`config.mk`:
```
export PLATFORM = sky130hd
export DESIGN_NAME = id_ex_pipe_stage
export DESIGN_NICKNAME = d
export VERILOG_FILES = /design/src/rtl/id_ex_pipe_stage.sv
export SDC_FILE = /design/constraint.sdc
export NUM_CORES = 1
export LEC_CHECK = 0
export CAP_MARGIN = 40
export CORE_MARGIN = 4
export CORE_UTILIZATION = 51
export CTS_CLUSTER_DIAMETER = 50
export DETAILED_ROUTE_END_ITERATION = 7
export GPL_TIMING_DRIVEN = 1
export HOLD_SLACK_MARGIN = 0.08
export PLACE_DENSITY = 0.8
export SLEW_MARGIN = 20
export SYNTH_ARGS = -nofsm -noshare
export SYNTH_HDL_FRONTEND = slang
export SYNTH_SLANG_ARGS = --single-unit
```
`constraint.sdc`:
```
create_clock -name clk -period 9.7 [get_ports clk]
set_input_delay 1.455 -clock clk [delete_from_list [all_inputs] [get_ports clk]]
set_output_delay 1.455 -clock clk [all_outputs]
set_load 0.05 [all_outputs]
```
`src/rtl/id_ex_pipe_stage.sv`:
```
// id_ex_pipe_stage: decode->execute register slice with a 2-entry skid buffer and synchronous flush.
// Define ID_EX_PERF_EN to add the back-pressure and squash performance counters.
module id_ex_pipe_stage #(
  parameter int DATA_W   = 32,
  parameter int REG_AW   = 5,
  parameter int ALUOP_W  = 4,
  parameter int DCCTRL_W = 3
) (
  input  logic                clk,
  input  logic                rst,
  input  logic                flush,
  input  logic                in_valid,
  output logic                in_ready,
  input  logic [DATA_W-1:0]   in_data1,
  input  logic [DATA_W-1:0]   in_data2,
  input  logic [DATA_W-1:0]   in_imm,
  input  logic [ALUOP_W-1:0]  in_aluop,
  input  logic                in_we,
  input  logic [DCCTRL_W-1:0] in_dcctrl,
  input  logic [REG_AW-1:0]   in_wb_addr,
  input  logic [REG_AW-1:0]   in_s1_addr,
  input  logic [REG_AW-1:0]   in_s2_addr,
  output logic                out_valid,
  input  logic                out_ready,
  output logic [DATA_W-1:0]   out_data1,
  output logic [DATA_W-1:0]   out_data2,
  output logic [DATA_W-1:0]   out_imm,
  output logic [ALUOP_W-1:0]  out_aluop,
  output logic                out_we,
  output logic [DCCTRL_W-1:0] out_dcctrl,
  output logic [REG_AW-1:0]   out_wb_addr,
  output logic [REG_AW-1:0]   out_s1_addr,
  output logic [REG_AW-1:0]   out_s2_addr
`ifdef ID_EX_PERF_EN
  ,
  output logic [31:0]         perf_stall_cnt,
  output logic [31:0]         perf_flush_cnt
`endif
);

  // state | meaning
  // EMPTY | no valid entry, EX slot is a bubble
  // ONE   | main register holds the EX slot, skid empty
  // FULL  | main and skid both valid, decoder stalled
  typedef enum logic [1:0] {EMPTY = 2'd0, ONE = 2'd1, FULL = 2'd2} state_t;

  localparam int PW = 3*DATA_W + ALUOP_W + 1 + DCCTRL_W + 3*REG_AW;

  state_t              state, state_nx;
  logic [PW-1:0]       in_pl, main_pl, skid_pl;
  logic                xin, xout;
  logic                load_main_in, load_main_skid, load_skid;
  logic                main_we;
  logic [DCCTRL_W-1:0] main_dcctrl;

  assign in_pl = {in_data1, in_data2, in_imm, in_aluop, in_we, in_dcctrl,
                  in_wb_addr, in_s1_addr, in_s2_addr};
  assign {out_data1, out_data2, out_imm, out_aluop, main_we, main_dcctrl,
          out_wb_addr, out_s1_addr, out_s2_addr} = main_pl;

  assign xin  = in_valid & in_ready;
  assign xout = out_valid & out_ready;

  always_ff @(posedge clk or posedge rst) begin
    if (rst) state <= EMPTY;
    else     state <= state_nx;
  end

  always_comb begin
    state_nx       = state;
    load_main_in   = 1'b0;
    load_main_skid = 1'b0;
    load_skid      = 1'b0;
    if (flush) begin
      state_nx = EMPTY;
    end else begin
      case (state)
        EMPTY: if (xin) begin
          state_nx     = ONE;
          load_main_in = 1'b1;
        end
        ONE: begin
          if (xin && xout) begin
            load_main_in = 1'b1;
          end else if (xin) begin
            state_nx  = FULL;
            load_skid = 1'b1;
          end else if (xout) begin
            state_nx = EMPTY;
          end
        end
        FULL: if (xout) begin
          state_nx       = ONE;
          load_main_skid = 1'b1;
        end
        default: state_nx = EMPTY;
      endcase
    end
  end

  // in_ready decodes only the state register, so there is no out_ready->in_ready path
  always_comb begin
    out_valid  = (state != EMPTY);
    in_ready   = (state != FULL);
    out_we     = out_valid & main_we;
    out_dcctrl = out_valid ? main_dcctrl : '0;
  end

  always_ff @(posedge clk or posedge rst) begin
    if (rst) begin
      main_pl <= '0;
      skid_pl <= '0;
    end else begin
      if (load_main_in)        main_pl <= in_pl;
      else if (load_main_skid) main_pl <= skid_pl;
      if (load_skid)           skid_pl <= in_pl;
    end
  end

`ifdef ID_EX_PERF_EN
  logic [31:0] held_cnt;

  assign held_cnt = (state == FULL) ? 32'd2 : (state == ONE) ? 32'd1 : 32'd0;

  always_ff @(posedge clk or posedge rst) begin
    if (rst) begin
      perf_stall_cnt <= '0;
      perf_flush_cnt <= '0;
    end else begin
      if (out_valid && !out_ready) perf_stall_cnt <= perf_stall_cnt + 32'd1;
      if (flush)                   perf_flush_cnt <= perf_flush_cnt + held_cnt;
    end
  end
`endif

endmodule

```
After elaboration in Yosys (flattened, before gate mapping)
Cells that the tools add are included.

Reductions and logical operators: 5. Equal/unequal tests: 7. Bitwise operators: 3. Muxes and demuxes: 20.

Operators with widths (number): 2-to-1 mux 119 bit (2); 2-to-1 mux 2 bit (6); 2-to-1 mux 1 bit (9); inequality test 3 bit, second input constant (3); case mux 2 bit (3 select lines) (1); inequality test 4 bit, second input constant (1); AND reduction 4 bit (1); nonzero test 2 bit (2); AND 1 bit (3); 2-to-1 mux 3 bit (1); == test 2 x 1 -> 1 bit, second input constant (1); == test 2 bit, second input constant (1); zero test 2 bit (1); inequality test 2 bit, second input constant (1); case mux 1 bit (2 select lines) (1); logical AND 1 bit (1).

Output and inout port bits: 121. Bits in registers: 240. Bits of input ports: 124.

Depth between registers and ports, before layout
Gate-level depths: netlist of the first run.

Depth in word-level cells: 7. Mapped depth: 7.

Worst setup path before layout of the first run
OpenSTA, ideal clock, no wires.

Path kind: input-to-reg. Start: input in_valid. End: register main_pl[21]. Arrival time: 2.558 ns. Setup slack: 7.018 ns. Setup time: 0.125 ns. Data required time: 9.575 ns. Stages: 6. Buffers on the path: 2. Path through: nor3b_2 > nand2_1 > buf_6 > buf_6 > mux2_1 > mux2_2.

Word-level cells in the longest chain between the ends: 6. Elaborated cells on any way between the ends: 8. Classes of those cells: mux (5); bitwise (1); reduce/logical (2).

Ends and longest elaborated chain: from (decl) (RTL line 12) `input logic in_valid,`; AND 1 bit (*) (RTL line 61) `assign xin = in_valid & in_ready;`; logical AND 1 bit (RTL line 83) `if (xin && xout) begin`; 2-to-1 mux 1 bit (RTL line 83); case mux 1 bit (2 select lines) (*) (RTL line 77) `case (state)`; 2-to-1 mux 1 bit (*) (RTL line 74) `if (flush) begin`; 2-to-1 mux 119 bit or nonzero test 2 bit (tied branches); to (signal assigned) (RTL line 114) `if (load_main_in) main_pl <= in_pl;`; to (signal assigned) (RTL line 115) `else if (load_main_skid) main_pl <= skid_pl;`; to (decl) (RTL line 50) `logic [PW-1:0] in_pl, main_pl, skid_pl;`.

Every way passes the cells marked *; elsewhere a longest branch is shown, timed or not. A chain may end at the register's enable or synchronous reset.

Worst setup path after layout of the first run
Start: register state[1]. End: output out_dcctrl[1].

Word-level cells in the longest chain between the ends: 2.

Ends and longest elaborated chain: from (decl) (RTL line 49) `state_t state, state_nx;`; from (signal assigned) (RTL line 66) `else state <= state_nx;`; nonzero test 2 bit (RTL line 103) `out_valid = (state != EMPTY);`; 2-to-1 mux 3 bit (RTL line 106) `out_dcctrl = out_valid ? main_dcctrl : '0;`; to (decl) (RTL line 30) `output logic [DCCTRL_W-1:0] out_dcctrl,`.

No other way between the ends.

==> results of run 1 <==
routing by layer:
metal  vias up  global-route usage (%)  part of all wire (%)  routed length (um)
li1       2875                       -                     -                   -
met3        35                    5.83                   8.2                1820
met1      3166                    22.2                    42                9270
met4         0                    4.50                   2.4                 528
met2       174                    30.3                    47               10400
met5         -                       0                     0                   0
worst max-delay path by stage:
stage,cells after the start,endpoint,slack [ns],start
finish,3,out_dcctrl[1],6.01,state[1]$_DFFE_PP0P_
global route,3,out_dcctrl[0],5.83,state[1]$_DFFE_PP0P_
CTS,7,main_pl[112]$_DFFE_PP0P_,5.84,out_ready
detailed placement,7,main_pl[8]$_DFFE_PP0P_,5.29,in_valid
global placement,6,main_pl[117]$_DFFE_PP0P_,5.15,out_ready
floorplan,1,main_pl[0]$_DFFE_PP0P_,1.66,rst
cells in the final DEF (no fill, tap or decap), types with 2 or more instances in the layout:
| cell | netlist | routed |
|---|---|---|
| a21oi_1 | 2 | 2 |
| buf_12 | 0 | 2 |
| buf_16 | 0 | 6 |
| buf_4 | 115 | 6 |
| bufinv_16 | 0 | 3 |
| clkbuf_1 | 1 | 5 |
| clkbuf_16 | 0 | 29 |
| clkbuf_8 | 0 | 5 |
| clkdlybuf4s50_1 | 0 | 244 |
| clkinv_2 | 0 | 6 |
| clkinv_4 | 0 | 2 |
| dfrtp_1 | 240 | 240 |
| inv_1 | 3 | 2 |
| inv_6 | 0 | 2 |
| mux2_1 | 98 | 98 |
| mux2_2 | 257 | 257 |
| mux2i_1 | 2 | 2 |
| nand2b_1 | 3 | 2 |
| nor2_1 | 4 | 4 |
| nor2b_1 | 4 | 4 |
worst max-delay path: stages, from the launching register on:
cell and delay (ns):
dfrtp_1 0.45, nor2_1 0.42, nor2b_1 0.11, clkdlybuf4s50_1 0.74
area by class of cell:
cell class                      instances  area [sq um]
Timing Repair Buffer                  258          2690
Tap cell                              280           350
Clock inverter                         13           155
Multi-Input combinational cell        379          4170
Fill cell                            1625          7620
Clock buffer                           39           813
Inverter                                3          18.8
Sequential cell                       240          6010
cell families after synthesis:
kind of cell	after synthesis	synth area share (%)
muxes	357	35.5
DFF	240	53.1
buffers and inverters	157	10.2
and+or+nand+nor	17	0.863
AOI/OAI and AO/OA	5	0.266
power by group through the flow:
| stage | logic (uW) | clock network (uW) | registers, uW |
|---|---|---|---|
| after floorplan | 1450 | 0 | 1470 |
| after global placement | 1650 | 0 | 1510 |
| after detailed placement | 1680 | 0 | 1520 |
| after CTS | 1680 | 1100 | 1510 |
| after global routing | 1760 | 1150 | 1550 |
| final | 1670 | 1070 | 1510 |
metrics by stage:
step	utilization [%]	worst slack, ns	hold WS, ns	instance area [sq um]	power (uW)
finish	65.1	6.01	0.500	14200	4250
global route	65.1	5.83	0.509	14200	4460
CTS	64.5	5.84	0.501	14100	4300
detailed placement	60.1	5.29	0.486	13100	3200
global placement	59.7	5.15	0.482	13000	3160
floorplan	-	1.66	0.471	11300	2910
registers in the layout, summed over array words and instances (netlist names):
name,flops
main_pl,119
skid_pl,119
state,2
==> flow_summary.json, run 1 <==
{
  "outcome": "finished, final reports clean",
  "max_cap_viol_count": 0,
  "avgSynthCellArea_sq_um": 14.6,
  "clock_skew_ns": 0.0114,
  "reg2reg_from": "state[1]$_DFFE_PP0P_",
  "max_slew_margin_pct": 49.5,
  "vias": 6250,
  "tightest_slew_ns": 0.758,
  "synthCells": 776,
  "holdPathStages": 1,
  "hold_start": "skid_pl[116]$_DFFE_PP0P_",
  "grt_pass1_wl_mm": 35.6,
  "path_max_fanout": 5,
  "ys_ff_latch": 240,
  "synth_top_area_share_pct": 53.1,
  "tns_ns": 0,
  "setup_violations": 0,
  "synth_async_sr_flop_share_pct": 100,
  "rr_endpoint": "main_pl[8]$_DFFE_PP0P_",
  "rsz0062_at_grt": "false",
  "coreArea_sq_um": 21800,
  "fin_crit_ns": 3.69,
  "place.port_buffers": 244,
  "start_util_pct": 51.8,
  "nets": 1034,
  "drt_iter0_markers": 175,
  "vdd_drop_max_uv": 213,
  "grt_max_degree": 110,
  "syn2layout_area_growth_pct": 25.7,
  "path_class": "flop to primary output",
  "clk_latency_ns": 0.52,
  "postRouteAntennaNets": 0,
  "seqPwrFrac_pct": 35.5,
  "routed_via_density": 5.16,
  "holdBufCountCts": 0,
  "min_delay_worst_endpoint": "skid_pl[116]$_DFFE_PP0P_",
  "yosys_warnings": 0,
  "antenna_found_initial": 0,
  "arrival_ns": 2.23,
  "row_count": 54,
  "yosysMostFrequentCell": "mux2_2",
  "drive_above_1_share_pct": 34.7,
  "endpoint_kind": "primary output",
  "antenna_cells": 0,
  "fin_crit_sh_pct": 38.0,
  "cp-start-kind": "flop",
  "power_density_nw_per_um2": 299,
  "fp.dieArea_sq_um": 24600,
  "first_pass_iters": 4,
  "numCtsBuffers": 28,
  "synth_edf_count": 0,
  "hpwlAfterDp_mm": 14.4,
  "place_congestion": 0.759,
  "cts.sinks": 240,
  "grtUsageTotal_pct": 17.8,
  "switchingPower_uw": 1540,
  "fp.dieH_um": 157,
  "ys_seq_area_share_pct": 53.1,
  "sw_frac_of_total_pct": 36.3,
  "io_pins": 245,
  "synth_area_leader_cell": "dfrtp_1",
  "power.internal_uw": 2710,
  "ctsResizeCount": 0,
  "yosys-top-cells-count": "mux2_2, dfrtp_1, buf_4, mux2_1, buf_2",
  "rrSetupSlack_ns": 7.11,
  "synthTopCellsByArea": "dfrtp_1, mux2_2, mux2_1, buf_4, buf_6",
  "clk_path_buf_depth": 3,
  "root_buffer": "clkbuf_16",
  "post-place-cells": 1155,
  "path_clk_slew_ns": 0.06,
  "power.leakage_uw": 0.00619,
  "cp.required_ns": 8.25,
  "overflow": 0,
  "hold_viol": 0,
  "slew_viol_final": 0,
  "cts_max_level": 1,
  "synth_flop_cell": "dfrtp_1",
  "reg2reg_depth": 7,
  "post_cts_buffers": 0,
  "fmax_mhz": 271,
  "syn_nets": 900,
  "cts_tree": "built",
  "min_path_type": "flop to flop",
  "routed_wl_mm": 22.1,
  "syn_area_sq_um": 11300,
  "drc": 0,
  "power_frac_comb_pct": 39.3,
  "final_cells": 1212,
  "grt_pass1_vias": 6833,
  "routedWlPerCell_um": 18.2,
  "power.share.clock_pct": 25.2,
  "die_w_um": 157,
  "ys_types": 21
}
No activity file was read; power rests on OpenSTA's default activity.
==> run 2, diff against run 1 <==
clock period = 3.4 ns   (was 9.7 ns; I/O delays follow)
==> run 2 against run 1 <==
  * Register-to-register slack got worse by 5.8 ns
  * Global-route usage down 0.54 points
  * Sequential share of layout area increased by 0.13 points
  * Critical path type unchanged
  * Largest cell class unchanged
==> flow_summary.json, run 2 (same netlist as run 1, synthesis figures left out) <==
{
  "outcome": "finished, final reports clean",
  "cp-start-kind": "flop",
  "drc": 0,
  "fp.dieArea_sq_um": 24600,
  "hpwlAfterDp_mm": 14.1,
  "crit_path_start": "state[1]$_DFFE_PP0P_",
  "fin_crit_ns": 2.74,
  "root_buffer": "clkbuf_16",
  "max_cap_viol_count": 0,
  "final_util_pct": 64.9,
  "final_common_cell": "mux2_2",
  "vdd_drop_max_uv": 533,
  "antenna_cells": 0,
  "postRouteAntennaNets": 0,
  "cp.required_ns": 2.89,
  "place_congestion": 0.707,
  "placed_cell_area_sq_um": 13200,
  "fin_area_sq_um": 14200,
  "max_slew_margin_pct": 52.1,
  "clk_path_buf_depth": 3,
  "hold_viol": 0,
  "power_density_nw_per_um2": 863,
  "path_class": "flop to primary output",
  "fp.dieH_um": 157,
  "grt_max_degree": 128,
  "routedWlPerCell_um": 17.9,
  "row_count": 54,
  "syn2layout_area_growth_pct": 25.3,
  "slew_viol_final": 0,
  "nets": 1029,
  "die_w_um": 157,
  "coreArea_sq_um": 21800,
  "routed_wl_mm": 21.6,
  "drive_above_1_share_pct": 34.4,
  "numCtsBuffers": 28,
  "post-place-cells": 1155,
  "path_clk_slew_ns": 0.06,
  "rsz0062_at_grt": "false",
  "drt_iter0_markers": 201,
  "vias": 6155,
  "fmax_mhz": 365,
  "crit_chain": "nor2_1 > nor2b_1 > clkdlybuf4s50_1",
  "n_fill_cell": 1602,
  "power.leakage_uw": 0.00615,
  "post_cts_buffers": 0,
  "grt_pass1_vias": 6732,
  "final_cells": 1206,
  "routed_via_density": 5.10,
  "overflow": 0,
  "endpoint_kind": "primary output",
  "io_pins": 245,
  "min_path_type": "flop to flop",
  "antenna_found_initial": 0,
  "fin_ws_ns": 0.662,
  "ctsResizeCount": 0,
  "arrival_ns": 2.23,
  "clock_skew_ns": 0.00804,
  "grt_pass1_wl_mm": 34.9,
  "grtUsageTotal_pct": 17.3,
  "tightest_slew_ns": 0.719,
  "place_worst_setup_slack_ns": 0.699,
  "fin_total_pwr_uw": 12200,
  "place.port_buffers": 244,
  "clk_latency_ns": 0.52,
  "reg2reg_from": "state[1]$_DFFE_PP0P_",
  "cts_tree": "built",
  "fin_crit_sh_pct": 80.5,
  "cts_max_level": 1,
  "cts.sinks": 240,
  "hold_start": "skid_pl[41]$_DFFE_PP0P_",
  "slowest_delay_ns": 0.74,
  "path_max_fanout": 5,
  "first_pass_iters": 4,
  "cp_slowest_cell": "clkdlybuf4s50_1",
  "setup_violations": 0,
  "layout_common_cells": "mux2_2, clkdlybuf4s50_1, dfrtp_1",
  "holdBufCountCts": 0,
  "start_util_pct": 51.8,
  "largestRegisters": "main_pl (119), skid_pl (119), state (2)"
}
==> run 2: cell types whose count changed in the layout (fill, tap and decap cells not counted), sizes merged <==
cell      before  now
clkinvlp       0    2
buf           14    9
inv            5    3
bufinv         3    4
clkinv         8    6
==> run 2: final cells by class <==
type | count | area [sq um] | area share [%]
clock buffers | 39 | 822 | 5.80
clock inverters | 12 | 189 | 1.33
inverters | 3 | 15.0 | 0.106
multi-input cells | 379 | 4170 | 29.5
flip-flops and latches | 240 | 6010 | 42.4
well taps | 280 | 350 | 2.47
repair buffers | 253 | 2610 | 18.4
==> run 2: path summary, 6_finish.rpt <==
check / cells past startpoint / endpoint / slack, ns
min in group asynchronous: 3 / main_pl[17]$_DFFE_PP0P_ / 0.55
setup / recovery: 3 / out_dcctrl[2] / 0.66
hold reg to reg: 1 / skid_pl[41]$_DFFE_PP0P_ / 0.50
hold / removal: 1 / skid_pl[41]$_DFFE_PP0P_ / 0.50
setup reg to reg: 5 / main_pl[33]$_DFFE_PP0P_ / 1.30
max in group asynchronous: 3 / skid_pl[73]$_DFFE_PP0P_ / 2.27
==> run 2: stage by stage <==
step / setup TNS, ns / hold WS (ns)
floorplan: -61.88 / 0.471
global placement: 0 / 0.480
detailed placement: 0 / 0.488
CTS: 0 / 0.503
global route: 0 / 0.511
finish: 0 / 0.500
==> run 2: layer usage <==
metal | global-route usage, % | share of wire [%]
met5 | 0 | 0
met3 | 5.64 | 8.2
met1 | 23.1 | 43
met2 | 28.3 | 47
met4 | 3.02 | 1.3
==> run 2: worst max-delay path: cells and delay by family, from the launching register on <==
kind          cells  cell delay (ns)
buf+inv           1             0.74
flops             1             0.44
simple gates      2             0.51
==> run 2: power by group <==
part	internal, uW	switching (uW)	total (uW)
Sequential	3820	497	4320
Combinational	1990	2750	4740
Clock	2000	1170	3160
Total	7810	4410	12200
